File: src/rtl/gpio_pkg.sv
// gpio_pkg: shared GPIO types (debouncer FSM states, interrupt source select)
package gpio_pkg;
  typedef enum logic {STABLE, CHANGING} deb_state_e;
  typedef enum logic [1:0] {IRQ_NONE, IRQ_RISE, IRQ_FALL, IRQ_BOTH} irq_mode_e;
endpackage

File: src/rtl/gpio_debouncer.sv
// gpio_debouncer: glitch filter with rise/fall pulses and sticky interrupt
//   clk_i, rst_i (async, active-high), signal_i synchronized level, enable_i,
//   irq_mode_i (none/rise/fall/both), irq_ack_i; outputs stable_o, rise_o,
//   fall_o, irq_o, all registered.
module gpio_debouncer
  import gpio_pkg::*;
#(
  parameter int DEBOUNCE_CYCLES = 1000,
  parameter logic RESET_LEVEL = 1'b0
) (
  input  logic       clk_i,
  input  logic       rst_i,
  input  logic       signal_i,
  input  logic       enable_i,
  input  logic [1:0] irq_mode_i,
  input  logic       irq_ack_i,
  output logic       stable_o,
  output logic       rise_o,
  output logic       fall_o,
  output logic       irq_o
);
  localparam int CW = $clog2(DEBOUNCE_CYCLES + 1);
  deb_state_e state_q, state_d;
  logic [CW-1:0] cnt_q, cnt_d, cnt_inc;
  logic stable_q, rise_q, fall_q, pend_q;
  logic stable_d, rise_d, fall_d, pend_d;
  logic diff, accept, set_irq;
  irq_mode_e mode;
  always_ff @(posedge clk_i or posedge rst_i)
    if (rst_i) begin
      state_q  <= STABLE;
      cnt_q    <= '0;
      stable_q <= RESET_LEVEL;
      rise_q   <= 1'b0;
      fall_q   <= 1'b0;
      pend_q   <= 1'b0;
    end else begin
      state_q  <= state_d;
      cnt_q    <= cnt_d;
      stable_q <= stable_d;
      rise_q   <= rise_d;
      fall_q   <= fall_d;
      pend_q   <= pend_d;
    end
  // cnt_q is 0 in STABLE, so cnt_q+1 yields the first count as well
  always_comb begin
    diff    = signal_i != stable_q;
    cnt_inc = cnt_q + 1'b1;
    accept  = enable_i && diff && cnt_inc == CW'(DEBOUNCE_CYCLES);
    state_d = (!enable_i || !diff || accept) ? STABLE : CHANGING;
    cnt_d   = (state_d == CHANGING) ? cnt_inc : '0;
  end
  always_comb begin
    mode     = irq_mode_e'(irq_mode_i);
    stable_d = accept ? ~stable_q : stable_q;
    rise_d   = accept && !stable_q;
    fall_d   = accept && stable_q;
    set_irq  = (rise_d && (mode == IRQ_RISE || mode == IRQ_BOTH)) ||
               (fall_d && (mode == IRQ_FALL || mode == IRQ_BOTH));
    pend_d   = set_irq ? 1'b1 : irq_ack_i ? 1'b0 : pend_q;
  end
  assign stable_o = stable_q;
  assign rise_o   = rise_q;
  assign fall_o   = fall_q;
  assign irq_o    = pend_q;
endmodule

File: config.mk
export PLATFORM = sky130hd
export DESIGN_NAME = gpio_debouncer
export DESIGN_NICKNAME = d
export VERILOG_FILES = /design/src/rtl/gpio_pkg.sv /design/src/rtl/gpio_debouncer.sv
export SDC_FILE = /design/constraint.sdc
export NUM_CORES = 1
export LEC_CHECK = 0
export ABC_AREA = 1
export BUFFER_PORTS_ARGS = -buffer_cell sky130_fd_sc_hd__buf_2
export CORE_ASPECT_RATIO = 0.8
export CORE_MARGIN = 2
export CORE_UTILIZATION = 35
export CTS_BUF_LIST = sky130_fd_sc_hd__clkbuf_8
export DETAILED_ROUTE_END_ITERATION = 7
export SYNTH_ARGS = -nofsm -noshare
export SYNTH_HDL_FRONTEND = slang
export SYNTH_SLANG_ARGS = --single-unit
export TNS_END_PERCENT = 10
File: constraint.sdc
create_clock -name clk_i -period 4 [get_ports clk_i]
set_input_delay 0.2 -clock clk_i [delete_from_list [all_inputs] [get_ports clk_i]]
set_output_delay 0.2 -clock clk_i [all_outputs]
set_load 0.02 [all_outputs]
### Word-level counts from Yosys, hierarchy flattened

Index checks and enable logic that the tools add are counted.
W data, S select, Z words.

* bits in registers: 14
* input port bits: 7
* output and inout bits: 4
* logic and storage cells: 30

* $add $sub $neg: 1
* eq/ne operators: 5
* multiplexer cells: 3
* bitwise logic cells: 1
* reductions and logical operators: 15

Operator list (count)
* $add A10 B1 Y10 const B: 1
* $eq A10 B10 Y1 const B: 1
* $mux W10: 1
* $logic_and A1 B1 Y1: 6
* $logic_or A1 B1 Y1: 5
* $eq A2 B2 Y1 const B: 2
* $logic_not A1 Y1: 3
* $eq A2 B1 Y1 const B: 1
* $mux W1: 2
* $reduce_bool A2 Y1: 1
* $ne A1 B1 Y1: 1
* $not A1 Y1: 1

### Longest topological paths before layout

Gate-level depths: netlist of run 1.

* depth after elaboration: 7
* depth in mapped cells: 12
* mapped depth without buffers: 12

### Worst setup path before layout of run 1

Ideal clock, no wire load.

* path type: register -> register
* start point: reg cnt_q[0]
* end point: reg stable_q, in the netlist stable_o
* library setup time: 0.119 ns
* data arrival time: 1.546 ns
* required time: 3.881 ns
* setup slack: 2.335 ns
* stages on the path, launching flop included: 12
* buffers on the path: 0
* clock period less this slack: 1.665 ns
* cell sequence: dfrtp_1 -> ha_1 -> nand3_2 -> clkinv_1 -> nand2_1 -> nand2_1 -> nor2_2 -> nand3_4 -> nor2_8 -> nand2_4 -> nor2_4 -> nor2_2

* longest elaborated chain between the ends: 3

RTL lines
* from (decl): line gpio_debouncer.sv:24 `logic [CW-1:0] cnt_q, cnt_d, cnt_inc;`
* from (signal assigned): line gpio_debouncer.sv:39 `cnt_q <= cnt_d;`
* $add A10 B1 Y10: line gpio_debouncer.sv:48 `cnt_inc = cnt_q + 1'b1;`
* $eq A10 B10 Y1: line gpio_debouncer.sv:49 `accept = enable_i && diff && cnt_inc == CW'(DEBOUNCE_CYCLES);`
* $logic_and A1 B1 Y1: line gpio_debouncer.sv:49
* to (signal assigned): line gpio_debouncer.sv:40 `stable_q <= stable_d;`
* to (decl): line gpio_debouncer.sv:25 `logic stable_q, rise_q, fall_q, pend_q;`

No other way between the ends.
A chain may end at the register's enable or synchronous reset.

### Worst setup path after layout of run 1

* start point: reg cnt_q[0]
* end point: reg cnt_q[3]

* longest elaborated chain between the ends: 5

RTL lines
* $add A10 B1 Y10 (*): line gpio_debouncer.sv:48
* $eq A10 B10 Y1: line gpio_debouncer.sv:49
* $logic_and A1 B1 Y1: line gpio_debouncer.sv:49
* $logic_or A1 B1 Y1: line gpio_debouncer.sv:50 `state_d = (!enable_i || !diff || accept) ? STABLE : CHANGING;`
* $mux W10 (*): line gpio_debouncer.sv:51 `cnt_d = (state_d == CHANGING) ? cnt_inc : '0;`
* net cnt_d[3]: line gpio_debouncer.sv:24

The timed path passes the listed nets; every way through them passes the cells marked *.

==> results.toml, run 1 <==
[run_status]
status = "finished with violations"
failed_checks = "hold timing"

[clock_network]
cts.clk_slew.worst_paths_ns = 0.06
holdBufCountCts = 0
insertion_delay_ns = 0.25
clockBufferDepth = 2
post_cts_resized = 0
numCtsBuffers = 3
h-tree-depth = 1
cts_tree = "done"
root_buffer = "clkbuf_8"
cts_setup_buffers = 0
cts_sinks = 14

[hold_path]
hold_class = "in2async"

[power_and_ir_drop]
p_per_area_nw_per_um2 = 307.0
leakage_nw = 0.4955
ir_drop_mv = 0.1719

[cells_and_area]
fillCellCount = 214
multiInputGateArea_um2 = 431.7
final_nets = 125
insertedDiodeCount = 0
stdcell_area_um2 = 970.9
regArea_um2 = 350.3
utilization = 0.4384
final_cells = 140
area_growth_pct = 16.34
drive_gt1_frac = 0.2696

[die]
die_h_um = 47.68
dieArea_um2 = 2794
core_um2 = 2215
die_w_um = 58.60
rows = 15
design.portCount = 11
start_util = 0.3768

[logic_synthesis]
synth_cell_types = 21
syn_nets = 110
synthAdderAreaFrac = 0.02999
synth_seq_area_share = 0.4198
synth_top_family_by_area = "simple AND/OR/NAND/NOR gates"
synth-xor-area-share = 0
yosysTopAreaCell = "dfrtp_1"
synth.area.top_cells = "dfrtp_1, nand2_1, inv_1, nor2_1, a21oi_1"
avgSynthCellArea_um2 = 8.263
yosys.area_share.simple = 0.4153
synth_area_um2 = 834.6
synth_compound_area_frac = 0.07196
synthCells = 101
synth_mux_area_frac = 0
ys_seq_elements = 14
synth_top_area_frac = 0.4198
ys_warn_count = 0

[global_routing]
grt_pass1_wl_um = 2580
antenna_found_initial = 0
grt_pass1_vias = 600
grt.busiest_layer = "met2"
gr-usage-met2 = 0.2000
grt_use_met1 = 0.1606
gr-usage-met3 = 0.05405
grt_max_degree = 15
grt-ovfl-total = 0
grt.total_usage = 0.1304

[routing]
drc = 0
antenna_left = 0
first_pass_iters = 5
routed_via_density = 4.657
wire_per_inst_um = 10.80
first_iter_violations = 21
drt_wl_total_um = 1512
vias = 652

[worst_setup_path]
cp_max_fo = 9
path_cells = "ha_1, nand3_2, clkinv_1, nand2_1, nand2_1, nor2_2, nand3_4, o21ai_4, a21oi_1"
crit_buf_inv = 1
crit_top_cell = "nand2_1"
slowest_stage = "dfrtp_1"
cp-start-kind = "register"
path_class = "reg2reg"
cp.arrival_ns = 1.96
cp_top_family = "simple AND/OR/NAND/NOR gates"
cp.required_ns = 4.12
end_kind = "register"
critPathMaxStageDelay_ns = 0.44

[place]
dp_cells = 136
dp_hpwl_um = 1142
io_buffers = 10
place.gp.congestion = 0.7905
place_area_um2 = 915.9

[timing]
setup_viol = 0
fin_skew_ns = 0.003240
fin_setup_tns_ns = 0
relSlewSlack = 0.6149
max_freq_ghz = 0.5438
fin_crit_sh = 0.4597
drv_slew = 0
worst_slew_pin_slew_ns = 0.5755
hold_violations = 14
min_period_ns = 1.839
rsz0062_at_grt = "no"
whs_ns = -0.009928

[job]
cap_violations = 0
==> registers in the layout, indices dropped and copies added (netlist names) <==
register and cells:
rise_o 1, cnt_q 10, irq_o 1, fall_o 1
stable_o 1
==> routing by layer <==
layer  vias up  routed length [µm]
met3         5                 112
met5         -                   0
met1       282                 741
met2        24                 617
li1        341                   -
met4         0                  41
==> cell usage after synthesis (all sizes together) <==
| library cell | count |
|---|---|
| nand3b | 3 |
| nor2 | 19 |
| nand2 | 32 |
| nand4 | 3 |
| dfrtp | 14 |
| clkinv | 1 |
| o21bai | 2 |
| inv | 13 |
| a21oi | 5 |
| o21ai | 1 |
| ha | 2 |
| nand3 | 6 |
==> kinds of logic after synthesis <==
logic type,Yosys count
simple gates,63
fa+ha+maj,2
compound gates,8
buf+inv,14
flops,14
==> worst paths after layout <==
| kind | end | slack, ns | cells past startpoint | start |
|---|---|---|---|---|
| worst max-delay path | cnt_q[3] | 2.16 | 9 | cnt_q[0] |
| max in group asynchronous | irq_o | 3.64 | 2 | rst_i |
| worst max register to register | cnt_q[3] | 2.16 | 9 | cnt_q[0] |
| worst min-delay path | cnt_q[0] | -0.01 | 2 | rst_i |
| worst min register to register | irq_o | 0.50 | 2 | irq_o |
| min in group clk_i | irq_o | 0.21 | 4 | irq_ack_i |
==> worst register-to-register path, delay by kind of cell, from the launching register on <==
family | cells | cell delay, ns
simple gates | 5 | 0.53
flops | 1 | 0.44
compound gates | 2 | 0.36
fa+ha+maj | 1 | 0.27
buf+inv | 1 | 0.10
==> power by group <==
part / leakage [nW] / internal (mW) / switching [mW]
logic: 0.272 / 0.00395 / 0.00785
registers: 0.195 / 0.143 / 0.00156
clock network: 0.0288 / 0.0873 / 0.0548
total: 0.496 / 0.234 / 0.0642
==> final cells by class <==
type / count / area share
multi-input cells: 73 / 0.4446
well taps: 25 / 0.03222
repair buffers: 10 / 0.05155
inverters: 14 / 0.05412
flip-flops and latches: 14 / 0.3608
clock buffers: 4 / 0.05670
==> stage by stage <==
| step | setup WS (ns) | power [mW] |
|---|---|---|
| finish | 2.161 | 0.2980 |
| floorplan | 2.335 | 0.1536 |
| detailed placement | 2.183 | 0.1589 |
| global route | 1.980 | 0.3087 |
| CTS | 2.171 | 0.3031 |
| global placement | 2.232 | 0.1585 |
==> cell usage in the layout (no fill, tap or decap) <==
cell / count
a21oi_1: 5
buf_2: 10
clkbuf_8: 4
clkinv_1: 1
dfrtp_1: 14
ha_1: 2
inv_1: 12
inv_2: 1
nand2_1: 28
nand2_2: 2
nand2_4: 2
nand3_1: 3
nand3_2: 2
nand3_4: 1
nand3b_1: 3
nand4_1: 3
nor2_1: 12
nor2_2: 4
nor2_4: 2
nor2_8: 1
o21ai_4: 1
o21bai_1: 1
o21bai_2: 1
(Power assumes the default switching activity.)
==> run 2, diff against run 1 <==
Clock period 4 ns to 1.8 ns, I/O delays scaled along.
==> results.toml, run 2 (synthesis results as in run 1) <==
[routing]
drt_wl_total_um = 1605
drc = 0
vias = 698
met3_length_um = 88
wire_per_inst_um = 11.07
wl_met1_um = 797
first_pass_iters = 4
wl_met2_um = 707
routed.top_layer = "met4"
antenna_left = 0
routed_via_density = 4.814
first_iter_violations = 22

[timing]
hold_violations = 0
fin_setup_tns_ns = 0
fin_crit_sh = 0.9316
worst_slew_pin_slew_ns = 0.5272
fin_skew_ns = 0.002399
whs_ns = 0.09718
drv_slew = 0
relSlewSlack = 0.6481
max_freq_ghz = 0.5964
setup_viol = 0
rsz0062_at_grt = "no"
min_period_ns = 1.677

[die]
die_w_um = 58.60
core_um2 = 2215
rows = 15
design.portCount = 11
die_h_um = 47.68
start_util = 0.3768
dieArea_um2 = 2794

[cells_and_area]
area_growth_pct = 21.59
final_cells = 145
drive_gt1_frac = 0.3000
top_register = "cnt_q"
insertedDiodeCount = 0
fillCellCount = 232
final_cell_mix = "nand2_1, dfrtp_1, nor2_1, inv_1, buf_2"
final_nets = 130
stdcell_area_um2 = 1015
final_common_cell = "nand2_1"
largest_reg_flops = 10

[worst_setup_path]
cp.depth = 11
cp-start-kind = "register"
cp_top_family = "simple AND/OR/NAND/NOR gates"
path_class = "reg2reg"
end_kind = "register"
critPathMaxStageDelay_ns = 0.38
slowest_stage = "dfrtp_1"
crit_buf_inv = 1
path_cells = "ha_2, nand3_2, clkinv_1, nand2_1, nand2_1, nor2_2, nand3_4, nor2_8, nand2_4, nor2_4, nor2_2"
cp_max_fo = 5
r2r_cells = 11
cp.required_ns = 1.94
cp.arrival_ns = 1.81

[clock_network]
clockBufferDepth = 2
root_buffer = "clkbuf_8"
cts_sinks = 14
h-tree-depth = 1
cts_tree = "done"
cts.clk_slew.worst_paths_ns = 0.06
insertion_delay_ns = 0.25
numCtsBuffers = 3
cts_setup_buffers = 0

[global_routing]
grt_max_degree = 15
antenna_found_initial = 0
grt-ovfl-total = 0
grt_pass1_wl_um = 2911
grt_pass1_vias = 675
grt.total_usage = 0.1460

[power_and_ir_drop]
p_total_uw = 662.2
leakage_nw = 0.5142
p_per_area_nw_per_um2 = 652.6
ir_drop_mv = 0.2798

[hold_path]
whs_path_depth = 4
hold_class = "in2reg"

[place]
io_buffers = 10
dp_cells = 139
place_area_um2 = 938.4
place.gp.congestion = 0.7889
dp_hpwl_um = 1196

[run_status]
status = "finished, final reports clean"

[job]
cap_violations = 0
[run 2: where the power goes]
group          switching [mW]  internal [mW]
combinational          0.0214         0.0146
clock                   0.114          0.194
sequential            0.00138          0.317
total                   0.137          0.525
[run 2: final cells by class]
cell class,instances,area (µm²),area share
clock buffers,4,55.05,0.05425
inverters,14,52.55,0.05179
multi-input cells,74,442.9,0.4365
flip-flops and latches,14,350.3,0.3453
well taps,25,31.28,0.03083
repair buffers,14,82.58,0.08138
[run 2: worst register-to-register path: stages (launching register included)]
cell      delay, ns
dfrtp_1        0.38
ha_2           0.21
nand3_2        0.10
clkinv_1       0.10
nand2_1        0.09
nand2_1        0.07
nor2_2         0.14
nand3_4        0.13
nor2_8         0.15
nand2_4        0.07
nor2_4         0.09
nor2_2         0.04
[run 2: path summary, 6_finish.rpt]
path                       slack (ns)        to      start
hold reg to reg                  0.51     irq_o      irq_o
setup reg to reg                 0.12  stable_o   cnt_q[0]
min in group asynchronous        0.42  cnt_q[4]      rst_i
setup / recovery                 0.12  stable_o   cnt_q[0]
hold / removal                    0.1     irq_o  irq_ack_i
max in group asynchronous        1.03  cnt_q[9]      rst_i
[run 2: per-stage QoR]
step	worst slack, ns	util
2_1_floorplan	0.1351	-
3_3_place_gp	0.1368	0.4237
3_5_place_dp	0.1000	0.4237
4_1_cts	0.09986	0.4531
5_1_grt	0.001676	0.4582
6_report	0.1231	0.4582
[run 2: repair_timing]
item | in CTS | in global routing
endpoints found under the setup margin | 0 | 10
gates resized for setup | 0 | 1
hold buffers | 1 | 0
endpoints found under the hold margin | 14 | 0
[run 2: metal layers]
metal  vias up  GRT usage
met5         -          0
met4         0    0.05455
met3         2    0.04865
met2        21     0.2494
met1       315     0.1764
li1        360          -
